[config.mk]
export PLATFORM = sky130hd
export DESIGN_NAME = multicycle_ctrl
export DESIGN_NICKNAME = d
export VERILOG_FILES = /design/src/rtl/multicycle_ctrl.sv
export SDC_FILE = /design/constraint.sdc
export NUM_CORES = 1
export LEC_CHECK = 0
export ABC_CLOCK_PERIOD_IN_PS = 2700
export CAP_MARGIN = 20
export CORE_ASPECT_RATIO = 0.75
export CORE_MARGIN = 1.5
export CORE_UTILIZATION = 45
export CTS_CLUSTER_DIAMETER = 40
export DETAILED_ROUTE_END_ITERATION = 8
export PLACE_DENSITY = 0.72
export RECOVER_POWER = 100
export SKIP_LAST_GASP = 1
export SLEW_MARGIN = 20
export SYNTH_ARGS = -nofsm -noshare
export SYNTH_HDL_FRONTEND = slang
export SYNTH_SLANG_ARGS = --single-unit
[constraint.sdc]
create_clock -name clk -period 2.7 [get_ports clk]
set_input_delay 0.27 -clock clk [delete_from_list [all_inputs] [get_ports clk]]
set_output_delay 0.27 -clock clk [all_outputs]
set_load 0.02 [all_outputs]
[src/rtl/multicycle_ctrl.sv]
// Multicycle RV32I sequencer: steps FETCH/DECODE/EXECUTE/MEM/WB, owns the
// imem/dmem handshakes, a bus watchdog, the illegal-instruction trap and retire count.
module multicycle_ctrl #(
  parameter int unsigned TIMEOUT = 16,
  parameter int unsigned CNT_W   = 32
) (
  input  logic             clk,
  input  logic             rst,
  input  logic             run,
  input  logic             r_type,
  input  logic             i_type,
  input  logic             store,
  input  logic             load,
  input  logic             branch,
  input  logic             jal,
  input  logic             jalr,
  input  logic             lui,
  input  logic             auipc,
  input  logic             branch_out,
  output logic             imem_req,
  input  logic             imem_ack,
  output logic             dmem_req,
  output logic             dmem_we,
  input  logic             dmem_ack,
  output logic             ir_en,
  output logic             reg_write_en,
  output logic             pc_en,
  output logic [1:0]       pc_sel,
  output logic [2:0]       state,
  output logic             trap,
  output logic [1:0]       trap_cause,
  output logic [CNT_W-1:0] retired
);

  localparam int unsigned WCNT_W = $clog2(TIMEOUT);
  localparam logic [WCNT_W-1:0] WCNT_MAX = WCNT_W'(TIMEOUT - 1);

  typedef enum logic [2:0] {
    S_FETCH   = 3'd0,
    S_DECODE  = 3'd1,
    S_EXECUTE = 3'd2,
    S_MEM     = 3'd3,
    S_WB      = 3'd4,
    S_TRAP    = 3'd5
  } state_e;

  typedef enum logic [2:0] {
    C_ALU    = 3'd0,
    C_LOAD   = 3'd1,
    C_STORE  = 3'd2,
    C_BRANCH = 3'd3,
    C_JAL    = 3'd4,
    C_JALR   = 3'd5
  } class_e;

  localparam logic [1:0] CAUSE_NONE    = 2'd0;
  localparam logic [1:0] CAUSE_ILLEGAL = 2'd1;
  localparam logic [1:0] CAUSE_IMEM    = 2'd2;
  localparam logic [1:0] CAUSE_DMEM    = 2'd3;

  state_e            state_q, state_d;
  class_e            cls_q, cls_d;
  logic [1:0]        cause_q, cause_d;
  logic [WCNT_W-1:0] wcnt_q;
  logic [CNT_W-1:0]  retired_q;
  logic              wdog_hit;
  logic              wcnt_inc;
  logic              any_class;

  assign wdog_hit  = (wcnt_q == WCNT_MAX);
  assign any_class = load | store | branch | jal | jalr | lui | auipc | r_type | i_type;
  assign wcnt_inc  = ((state_q == S_FETCH) && run && !imem_ack) ||
                     ((state_q == S_MEM) && !dmem_ack);

  // State register plus the registered class latch and trap cause
  always_ff @(posedge clk) begin
    if (rst) begin
      state_q <= S_FETCH;
      cls_q   <= C_ALU;
      cause_q <= CAUSE_NONE;
    end else begin
      state_q <= state_d;
      cls_q   <= cls_d;
      cause_q <= cause_d;
    end
  end

  // Next-state logic; an ack in the expiry cycle takes precedence over the watchdog
  always_comb begin
    state_d = state_q;
    cls_d   = cls_q;
    cause_d = cause_q;
    case (state_q)
      S_FETCH: begin
        if (run) begin
          if (imem_ack) begin
            state_d = S_DECODE;
          end else if (wdog_hit) begin
            state_d = S_TRAP;
            cause_d = CAUSE_IMEM;
          end
        end
      end
      S_DECODE: begin
        if (load)        cls_d = C_LOAD;
        else if (store)  cls_d = C_STORE;
        else if (branch) cls_d = C_BRANCH;
        else if (jal)    cls_d = C_JAL;
        else if (jalr)   cls_d = C_JALR;
        else             cls_d = C_ALU;
        if (any_class) begin
          state_d = S_EXECUTE;
        end else begin
          state_d = S_TRAP;
          cause_d = CAUSE_ILLEGAL;
        end
      end
      S_EXECUTE: begin
        if ((cls_q == C_LOAD) || (cls_q == C_STORE)) state_d = S_MEM;
        else if (cls_q == C_BRANCH)                  state_d = S_FETCH;
        else                                         state_d = S_WB;
      end
      S_MEM: begin
        if (dmem_ack) begin
          state_d = (cls_q == C_STORE) ? S_FETCH : S_WB;
        end else if (wdog_hit) begin
          state_d = S_TRAP;
          cause_d = CAUSE_DMEM;
        end
      end
      S_WB:    state_d = S_FETCH;
      S_TRAP:  state_d = S_TRAP;
      default: state_d = S_FETCH;
    endcase
  end

  // Strobe decode from current state and same-cycle inputs
  always_comb begin
    imem_req     = 1'b0;
    ir_en        = 1'b0;
    dmem_req     = 1'b0;
    dmem_we      = 1'b0;
    reg_write_en = 1'b0;
    pc_en        = 1'b0;
    pc_sel       = 2'd0;
    trap         = 1'b0;
    case (state_q)
      S_FETCH: begin
        imem_req = run;
        ir_en    = run & imem_ack;
      end
      S_EXECUTE: begin
        if (cls_q == C_BRANCH) begin
          pc_en  = 1'b1;
          pc_sel = branch_out ? 2'd1 : 2'd0;
        end
      end
      S_MEM: begin
        dmem_req = 1'b1;
        dmem_we  = (cls_q == C_STORE);
        if (dmem_ack && (cls_q == C_STORE)) pc_en = 1'b1;
      end
      S_WB: begin
        reg_write_en = 1'b1;
        pc_en        = 1'b1;
        if (cls_q == C_JAL)       pc_sel = 2'd2;
        else if (cls_q == C_JALR) pc_sel = 2'd3;
      end
      S_TRAP:  trap = 1'b1;
      default: ;
    endcase
  end

  // Watchdog: counts stalled FETCH/MEM cycles, cleared by ack or any state change
  always_ff @(posedge clk) begin
    if (rst) begin
      wcnt_q <= '0;
    end else if ((state_d != state_q) || !wcnt_inc) begin
      wcnt_q <= '0;
    end else begin
      wcnt_q <= wcnt_q + WCNT_W'(1);
    end
  end

  // Retired-instruction counter, one tick per PC update
  always_ff @(posedge clk) begin
    if (rst) begin
      retired_q <= '0;
    end else if (pc_en) begin
      retired_q <= retired_q + CNT_W'(1);
    end
  end

  assign state      = state_q;
  assign trap_cause = cause_q;
  assign retired    = retired_q;

endmodule

==> out/qor.yml, run 1 <==
critical_path:
  worstSetupStartpointType: "flop"
  worstRegToRegCells: 5
  reg2reg_setup_slack_ns: 0.47
  cp-end-kind: "primary output"
  r2r_end: "retired[26]"
  cp_max_fo: 10
  worstPathArrival_ns: 2.24
  path_class: "flop to primary output"
  cp.required_ns: 2.43
  reg2reg_from: "retired[2]"
hold_path:
  hold_start: "wcnt_q[0]"
  min_path_cells: 1
  hold_path_class: "flop to flop"
  hold_end: "wcnt_q[0]"
power:
  power_density_nw_per_um2: 409.4
  peakVddDrop_v: 0.0003374
  p_leak_uw: 0.001140
  power_uw: 1250
sta:
  fin_setup_tns_ns: 0
  tightest_slew_ns: 0.7855
  holdWs_ns: 0.4783
  fin_crit_sh: 0.9298
  slew_headroom: 0.4728
  finClkSkew_ns: 0.005988
  fin_crit_ns: 2.510
  hold_violations: 0
  setup_viol: 0
  timing.fmax_mhz: 398.3
  grt_setup_unrepaired: "false"
  finalMaxSlewViolations: 0
synth:
  synth-adder-area-share: 0.01079
  synth_xor_area_frac: 0.06044
  syn-instance-count: 277
  synth.mux.area_fraction: 0
  synth_compound_area_frac: 0.2062
  synth_top_cells_by_area: "dfxtp_1 38%, a21oi_1 5.4%, xor2_1 4.5%"
  synth-seq-cells: 44
  ys_seq_area_frac: 0.3799
  synth_top_area_frac: 0.3799
  syn_nets: 294
  yosysWarnings: 0
  yosysTopAreaCell: "dfxtp_1"
  synth_top_family_by_area: "simple AND/OR/NAND/NOR gates"
  yosys.area_share.simple: 0.2990
  syn_area_sq_um: 2318
  syn_area_per_cell_sq_um: 8.370
  synth_cell_types: 52
grt:
  track_usage: 0.2131
  grt_max_degree: 31
  grt_overflow: 0
  grt_antenna_before_repair: 0
  grt_pass1_wl_mm: 9.466
  grt_pass1_vias: 1921
cts:
  cts-buffers-inserted: 5
  clk_pin_slew_worst_paths_ns: 0.08
  clkLatencyLatePin_ns: 0.29
  cts_resized: 0
  cts_tree: "yes"
  clock_path_buffers: 2
  cts_root_buffer: "clkbuf_8"
  cts.sinks: 44
  htree_levels: 2
  postCtsHoldBufs: 0
  postCtsSetupRepairBufs: 0
run:
  max_cap_violations: 0
die:
  dieArea_sq_um: 5596
  start_util: 0.4705
  core_sq_um: 4927
  io_pins: 61
  fp.dieW_um: 85.88
  row_count: 22
  die_height_um: 65.16
detailed_routing:
  antenna_left: 0
  vias: 2277
  avgRoutedWirePerCell_um: 14.73
  drtIter0Drc: 167
  firstDrtPassIters: 4
  vias_per_cell: 5.794
  wl_mm: 5.790
  drc: 0
placement:
  dpl_cell_area_sq_um: 2949
  io_buffers: 60
  dp_hpwl_mm: 4.149
  gp_congestion: 0.8423
finish:
  syn2layout_area_growth_pct: 31.68
  antennaDiodeCount: 0
  fillers: 451
  utilization: 0.6196
  final_area_sq_um: 3053
  nets: 349
  final_cell_mix: "44 x dfxtp_1, 44 x dlygate4sd3_1, 27 x nor2_1, 25 x a21oi_1, 16 x clkdlybuf4s50_1"
  drive_gt1_frac: 0.06006
run_status:
  status: "finished, final reports clean"
[worst max path at each step]
stage | end | from | slack [ns] | depth (start not counted)
floorplan | wcnt_q[0] | state[1] | 0.23 | 6
global placement | retired[17] | dmem_ack | 0.30 | 6
detailed placement | retired[31] | dmem_ack | 0.22 | 6
CTS | pc_en | state[1] | 0.24 | 5
global route | pc_sel[1] | state[2] | 0.04 | 4
finish | pc_sel[1] | state[2] | 0.19 | 4
[sequential cells by signal, indices dropped and copies added, names as in the netlist]
name / cells
cls_q: 3
retired: 32
state: 3
trap_cause: 2
wcnt_q: 4
[final cells by class]
type / instances / area [sq um] / area share
well taps: 60 / 75.07 / 0.02459
inverters: 9 / 33.78 / 0.01107
flip-flops and latches: 44 / 880.8 / 0.2885
repair buffers: 63 / 619.3 / 0.2029
multi-input cells: 209 / 1336 / 0.4377
clock inverters: 2 / 35.03 / 0.01148
clock buffers: 6 / 72.57 / 0.02377
[metrics by stage]
| step | cells | worst slack (ns) |
|---|---|---|
| finish | 393 | 0.1896 |
| global route | 393 | 0.03920 |
| CTS | 393 | 0.2400 |
| detailed placement | 385 | 0.2207 |
| global placement | 385 | 0.2961 |
| floorplan | 277 | 0.2290 |
[power breakdown]
part	internal, uW	total (uW)	switching [uW]	leakage, uW
combinational	44.9	91.8	46.9	0.000730
sequential	655	666	10.6	0.000355
clock	275	493	218	0.0000552
[worst max-delay path, cell delays in order, from the launching register on]
cell,delay [ns]
dfxtp_1,0.46
inv_1,0.19
nor3_4,0.39
and3_1,0.22
dlygate4sd3_1,0.68
[metal layers]
layer | share of wire | vias up | track usage
met2 | 0.44 | 58 | 0.3061
met1 | 0.51 | 1081 | 0.3175
met3 | 0.045 | 5 | 0.04774
met5 | 0 | - | 0
met4 | 0.0083 | 0 | 0.06048
li1 | - | 1133 | -
[kinds of logic after synthesis]
| kind of cell | Yosys count |
|---|---|
| compound gates | 74 |
| xor+xnor | 16 |
| fa+ha+maj | 2 |
| buf+inv | 24 |
| flops | 44 |
| simple gates | 117 |
[synth_stat cells, drive strengths merged]
cell      n
a31oi     4
nand4b    1
and2      7
o31ai    10
inv       9
a31o      1
nand3b    4
clkbuf   10
nor3      6
a21boi    1
o41ai     2
a21oi    25
nand4     5
and3      6
nand3     7
or3       7
dfxtp    44
nor2b     3
nor4b     2
a2bb2oi   1
buf       5
a32oi     1
nor4      3
o21ai    14
o21a      1
nor3b     3
o211ai    6
xor2     12
and4      4
o22ai     1
ha        2
a41oi     1
and4bb    1
xnor2     4
o2111ai   6
or4b      1
nand2    15
nand2b    4
or4      11
nor2     27
(Power assumes the default switching activity.)
==> run 2: changes to the inputs <==
- CORE_MARGIN: 1.5 -> 2
- CTS_CLUSTER_SIZE: not set -> 30
==> run 2 against run 1 <==
  * Final cell count up 1.0%
  * Combinational power up 3.8%
  * Sequential share of layout area down 0.20 points
  * Register-to-register slack worse by 0.14 ns
  * Worst setup slack better by 0.042 ns
  * Routed wire length down 0.67%
  * Die area up 2.7%
  * Via count up 0.31%
  * First-iteration DRC count up 23%
  * Design area up 0.70%
  * Worst hold slack worse by 0.0056 ns
  * Largest power group unchanged
==> out/qor.yml, run 2 (synthesis results as in run 1) <==
cts:
  cts.sinks: 44  # unchanged
  htree_levels: 2  # unchanged
  postCtsHoldBufs: 0  # unchanged
  clkLatencyLatePin_ns: 0.29  # about the same
  clock_path_buffers: 2  # unchanged
  cts_root_buffer: "clkbuf_8"
  cts-buffers-inserted: 5  # unchanged
  postCtsSetupRepairBufs: 0  # unchanged
  cts_tree: "yes"
  cts_resized: 0  # unchanged
  clk_pin_slew_worst_paths_ns: 0.08  # about the same
detailed_routing:
  vias_per_cell: 5.753  # -0.70%
  antenna_left: 0  # unchanged
  wl_mm: 5.751  # -0.67%
  drtIter0Drc: 205  # +23%
  drc: 0  # unchanged
  vias: 2284  # +0.31%
  avgRoutedWirePerCell_um: 14.49  # -1.7%
  firstDrtPassIters: 4  # unchanged
grt:
  track_usage: 0.2100  # -0.003042
  grt_antenna_before_repair: 0  # unchanged
  grt_pass1_vias: 2012  # +4.7%
  grt_max_degree: 31  # unchanged
  grt_pass1_wl_mm: 9.611  # +1.5%
  grt_overflow: 0  # unchanged
finish:
  antennaDiodeCount: 0  # unchanged
  final_common_cell: "dlygate4sd3_1"
  largest_register_ffs: 32  # unchanged
  drive_gt1_frac: 0.06528  # +0.005222
  nets: 353  # +1.1%
  final_cell_mix: "46 x dlygate4sd3_1, 44 x dfxtp_1, 27 x nor2_1, 25 x a21oi_1, 15 x nand2_1"
  syn2layout_area_growth_pct: 32.60
  final_cells: 397  # +1.0%
die:
  start_util: 0.4705  # unchanged
  core_sq_um: 4927  # unchanged
  fp.dieW_um: 86.88  # +1.2%
  die_height_um: 66.16  # +1.5%
  dieArea_sq_um: 5748  # +2.7%
  row_count: 22  # unchanged
  io_pins: 61  # unchanged
sta:
  setup_viol: 0  # unchanged
  slew_headroom: 0.2531  # -0.2197
  finalMaxSlewViolations: 0  # unchanged
  fin_setup_tns_ns: 0  # unchanged
  fin_crit_sh: 0.9142  # -0.01560
  fin_crit_ns: 2.468  # -0.04213 ns
  tightest_slew_ns: 1.113  # +0.3274 ns
  finClkSkew_ns: 0.003879  # -0.002109 ns
  grt_setup_unrepaired: "false"
  timing.fmax_mhz: 405.1  # +1.7%
  hold_violations: 0  # unchanged
power:
  peakVddDrop_v: 0.0002302  # -32%
  power_density_nw_per_um2: 409.2  # about the same
  p_leak_uw: 0.001160  # +1.8%
critical_path:
  worstSetupStartpointType: "flop"
  cp-end-kind: "primary output"
  cp_max_fo: 7  # -3
  path_class: "flop to primary output"
  cp.required_ns: 2.43  # about the same
  worstPathArrival_ns: 2.20  # -0.04 ns
placement:
  dp_cells: 389  # +1.0%
  io_buffers: 60  # unchanged
  dp_hpwl_mm: 4.152  # about the same
  gp_congestion: 0.8218  # -2.4%
run_status:
  status: "finished, final reports clean"
hold_path:
  hold_path_class: "flop to flop"
run:
  max_cap_violations: 0  # unchanged
run 2: final cells by class:
class	count	area, sq um
clock inverters	3	42.54
fillers	427	1853
clock buffers	5	68.82
inverters	9	33.78
well taps	60	75.07
multi-input cells	209	1331
repair buffers	67	641.9
flip-flops and latches	44	880.8
run 2: report_power, final:
group | leakage [uW] | total [uW] | internal, uW | switching (uW)
registers | 0.000355 | 664 | 655 | 9.08
clock network | 0.0000541 | 499 | 274 | 225
logic | 0.000751 | 95.3 | 45.6 | 49.7
run 2: worst max-delay path, cell delays in order (launching register included):
cell and delay [ns]:
dfxtp_1 0.36, clkbuf_1 0.22, nor4b_1 0.33, clkbuf_1 0.19, and2_1 0.14, dlygate4sd3_1 0.67
run 2: metrics by stage:
step | hold WS (ns) | area [sq um] | util | total power [uW] | setup WS [ns]
after floorplan | 0.4270 | 2318 | - | 727.5 | 0.2290
final | 0.4727 | 3074 | 0.6239 | 1258 | 0.2317
after global placement | 0.4429 | 2979 | 0.6046 | 778.5 | 0.3326
after detailed placement | 0.4682 | 2979 | 0.6046 | 779.2 | 0.2686
after global routing | 0.5068 | 3074 | 0.6239 | 1310 | 0.09772
after CTS | 0.4831 | 3090 | 0.6272 | 1276 | 0.2763
run 2: path summary, 6_finish.rpt:
path	startpoint	end	slack, ns	cells past startpoint
hold / removal	wcnt_q[0]	wcnt_q[0]	0.47	1
setup reg to reg	state[0]	retired[24]	0.33	6
setup / recovery	state[1]	ir_en	0.23	5
hold reg to reg	wcnt_q[0]	wcnt_q[0]	0.47	1
run 2: per-layer routing:
| layer | up-vias | track usage | share of wire |
|---|---|---|---|
| li1 | 1147 | - | - |
| met1 | 1074 | 0.3227 | 0.52 |
| met2 | 61 | 0.2901 | 0.42 |
| met3 | 2 | 0.05119 | 0.052 |
| met4 | 0 | 0.04688 | 0.0052 |
| met5 | - | 0 | 0 |
==> variant: new RTL, flow settings as in run 2 <==
Set the parameter `CNT_W` to 64 (it was 32).
--- a/src/rtl/multicycle_ctrl.sv
+++ b/src/rtl/multicycle_ctrl.sv
@@ -2,7 +2,7 @@
 // imem/dmem handshakes, a bus watchdog, the illegal-instruction trap and retire count.
 module multicycle_ctrl #(
   parameter int unsigned TIMEOUT = 16,
-  parameter int unsigned CNT_W   = 32
+  parameter int unsigned CNT_W   = 64
 ) (
   input  logic             clk,
   input  logic             rst,
Ports: changed (resized retired); port bits go from 61 to 93. The function was not compared with the original's and may differ.
==> variant against run 2 <==
- the run now ends with design-rule violations left
- worst setup slack got worse by 0.098 ns
- synthesized area rose by 73%
- sequential share of layout area fell by 0.17 points
- total power rose by 94%
- highest routed layer unchanged
- sequential cell count rose by 32
- clock power rose by 140%
- die area rose by 69%
- via count rose by 87%
- wire length rose by 97%
- clock skew barely moved
- hold slack got worse by 0.26 ns
- cell area rose by 74%
==> variant: results <==
[synth]
synthCells = 490
ys_types = 56
syn-num-nets = 507
synthTopCellsByCount = "76 x dfxtp_1, 55 x a21oi_1, 38 x nor2_1, 36 x nand2_1, 33 x or4_1"

[place]
io_buffers = 92
dp_hpwl_mm = 7.82
dp_cells = 682

[global_route]
grt_pass1_wl_mm = 18.7
grt_max_degree = 71

[cells_and_area]
drive_above_1_share_pct = 6.11
nets = 602
instances_no_fill = 697

[status]
status = "finished, violations left"
failed_checks = "design-rule violations"

[pwr]
p_leak_nw = 1.87
vdd_ir_drop_max_uv = 366

[sta]
clock_skew_ns = 0.00420
worst_pin_slew_ns = 0.942

[clock_tree]
path_clk_slew_ns = 0.06
h-tree-depth = 3
clkLatencyLatePin_ns = 0.33

[routing]
wirelength_mm = 11.3
drc = 5
drtIter0Drc = 281

[worst_setup_path]
critical_path.max_stage_delay_ns = 0.61
## variant: cell types whose count changed in the layout (fill, tap and decap cells not counted), moves of 9 or more
cell / delta
a21oi_1: +30
clkbuf_16: +9
dfxtp_1: +31
dlygate4sd3_1: +28
nand2_1: +21
nand3_1: +18
nand4_1: +11
nor2_1: +11
o31ai_1: +22
or3_1: +10
or4_1: +24
xnor2_1: +9
## variant: path summary, 6_finish.rpt
check | slack, ns | from | cells after the start | endpoint
min | 0.22 | rst | 3 | state[0]$_SDFF_PP0_
min reg2reg | 0.45 | wcnt_q[0]$_SDFF_PP0_ | 1 | wcnt_q[0]$_SDFF_PP0_
max reg2reg | 0.25 | cls_q[1]$_SDFFE_PP0N_ | 5 | retired[49]$_SDFFE_PP0P_
max | 0.13 | state[2]$_SDFF_PP0_ | 5 | ir_en
## variant: worst reg2reg max path, stage by stage, from the launching register on
cell and delay [ns]:
dfxtp_1 0.47, nand2b_1 0.17, or4_1 0.56, a2111o_1 0.50, or4_1 0.53, a21oi_1 0.15
## variant: layout make-up
cell class	instances	area (um^2)
Clock buffer	13	250
Clock inverter	2	35.0
Fill cell	754	3220
Inverter	12	45.0
Multi-Input combinational cell	376	2320
Sequential cell	76	1520
Tap cell	108	135
Timing Repair Buffer	110	1040
## variant: power breakdown
group | internal [mW] | leakage (nW) | total, mW | switching [mW]
sequential | 1.13 | 0.613 | 1.14 | 0.0100
clock | 0.735 | 0.140 | 1.18 | 0.449
combinational | 0.0495 | 1.12 | 0.114 | 0.0648
## variant: cells by family (layout without fill, tap and decap cells)
kind of cell / count (synthesis) / count (layout) / share of synthesized area, %
flops: 76 / 76 / 37.9
fa+ha+maj: 2 / 2 / 0.624
xor+xnor: 18 / 18 / 3.93
simple gates: 221 / 221 / 32.4
compound gates: 134 / 134 / 21.1
buf+inv: 38 / 137 / 3.83
mux: 1 / 1 / 0.249
## variant: layer usage
| metal | vias up | global-route usage (%) | part of all wire (%) |
|---|---|---|---|
| li1 | 2064 | - | - |
| met1 | 2064 | 32.4 | 49 |
| met2 | 129 | 37.3 | 45 |
| met3 | 4 | 6.15 | 5.4 |
| met4 | 0 | 5.10 | 0.45 |
| met5 | - | 0 | 0 |
## variant: metrics by stage
step           cell area [um^2]  hold slack, ns
2_1_floorplan              4010           0.418
3_3_place_gp               5100           0.434
3_5_place_dp               5100           0.439
4_1_cts                    5390           0.203
5_1_grt                    5350           0.230
6_report                   5350           0.216
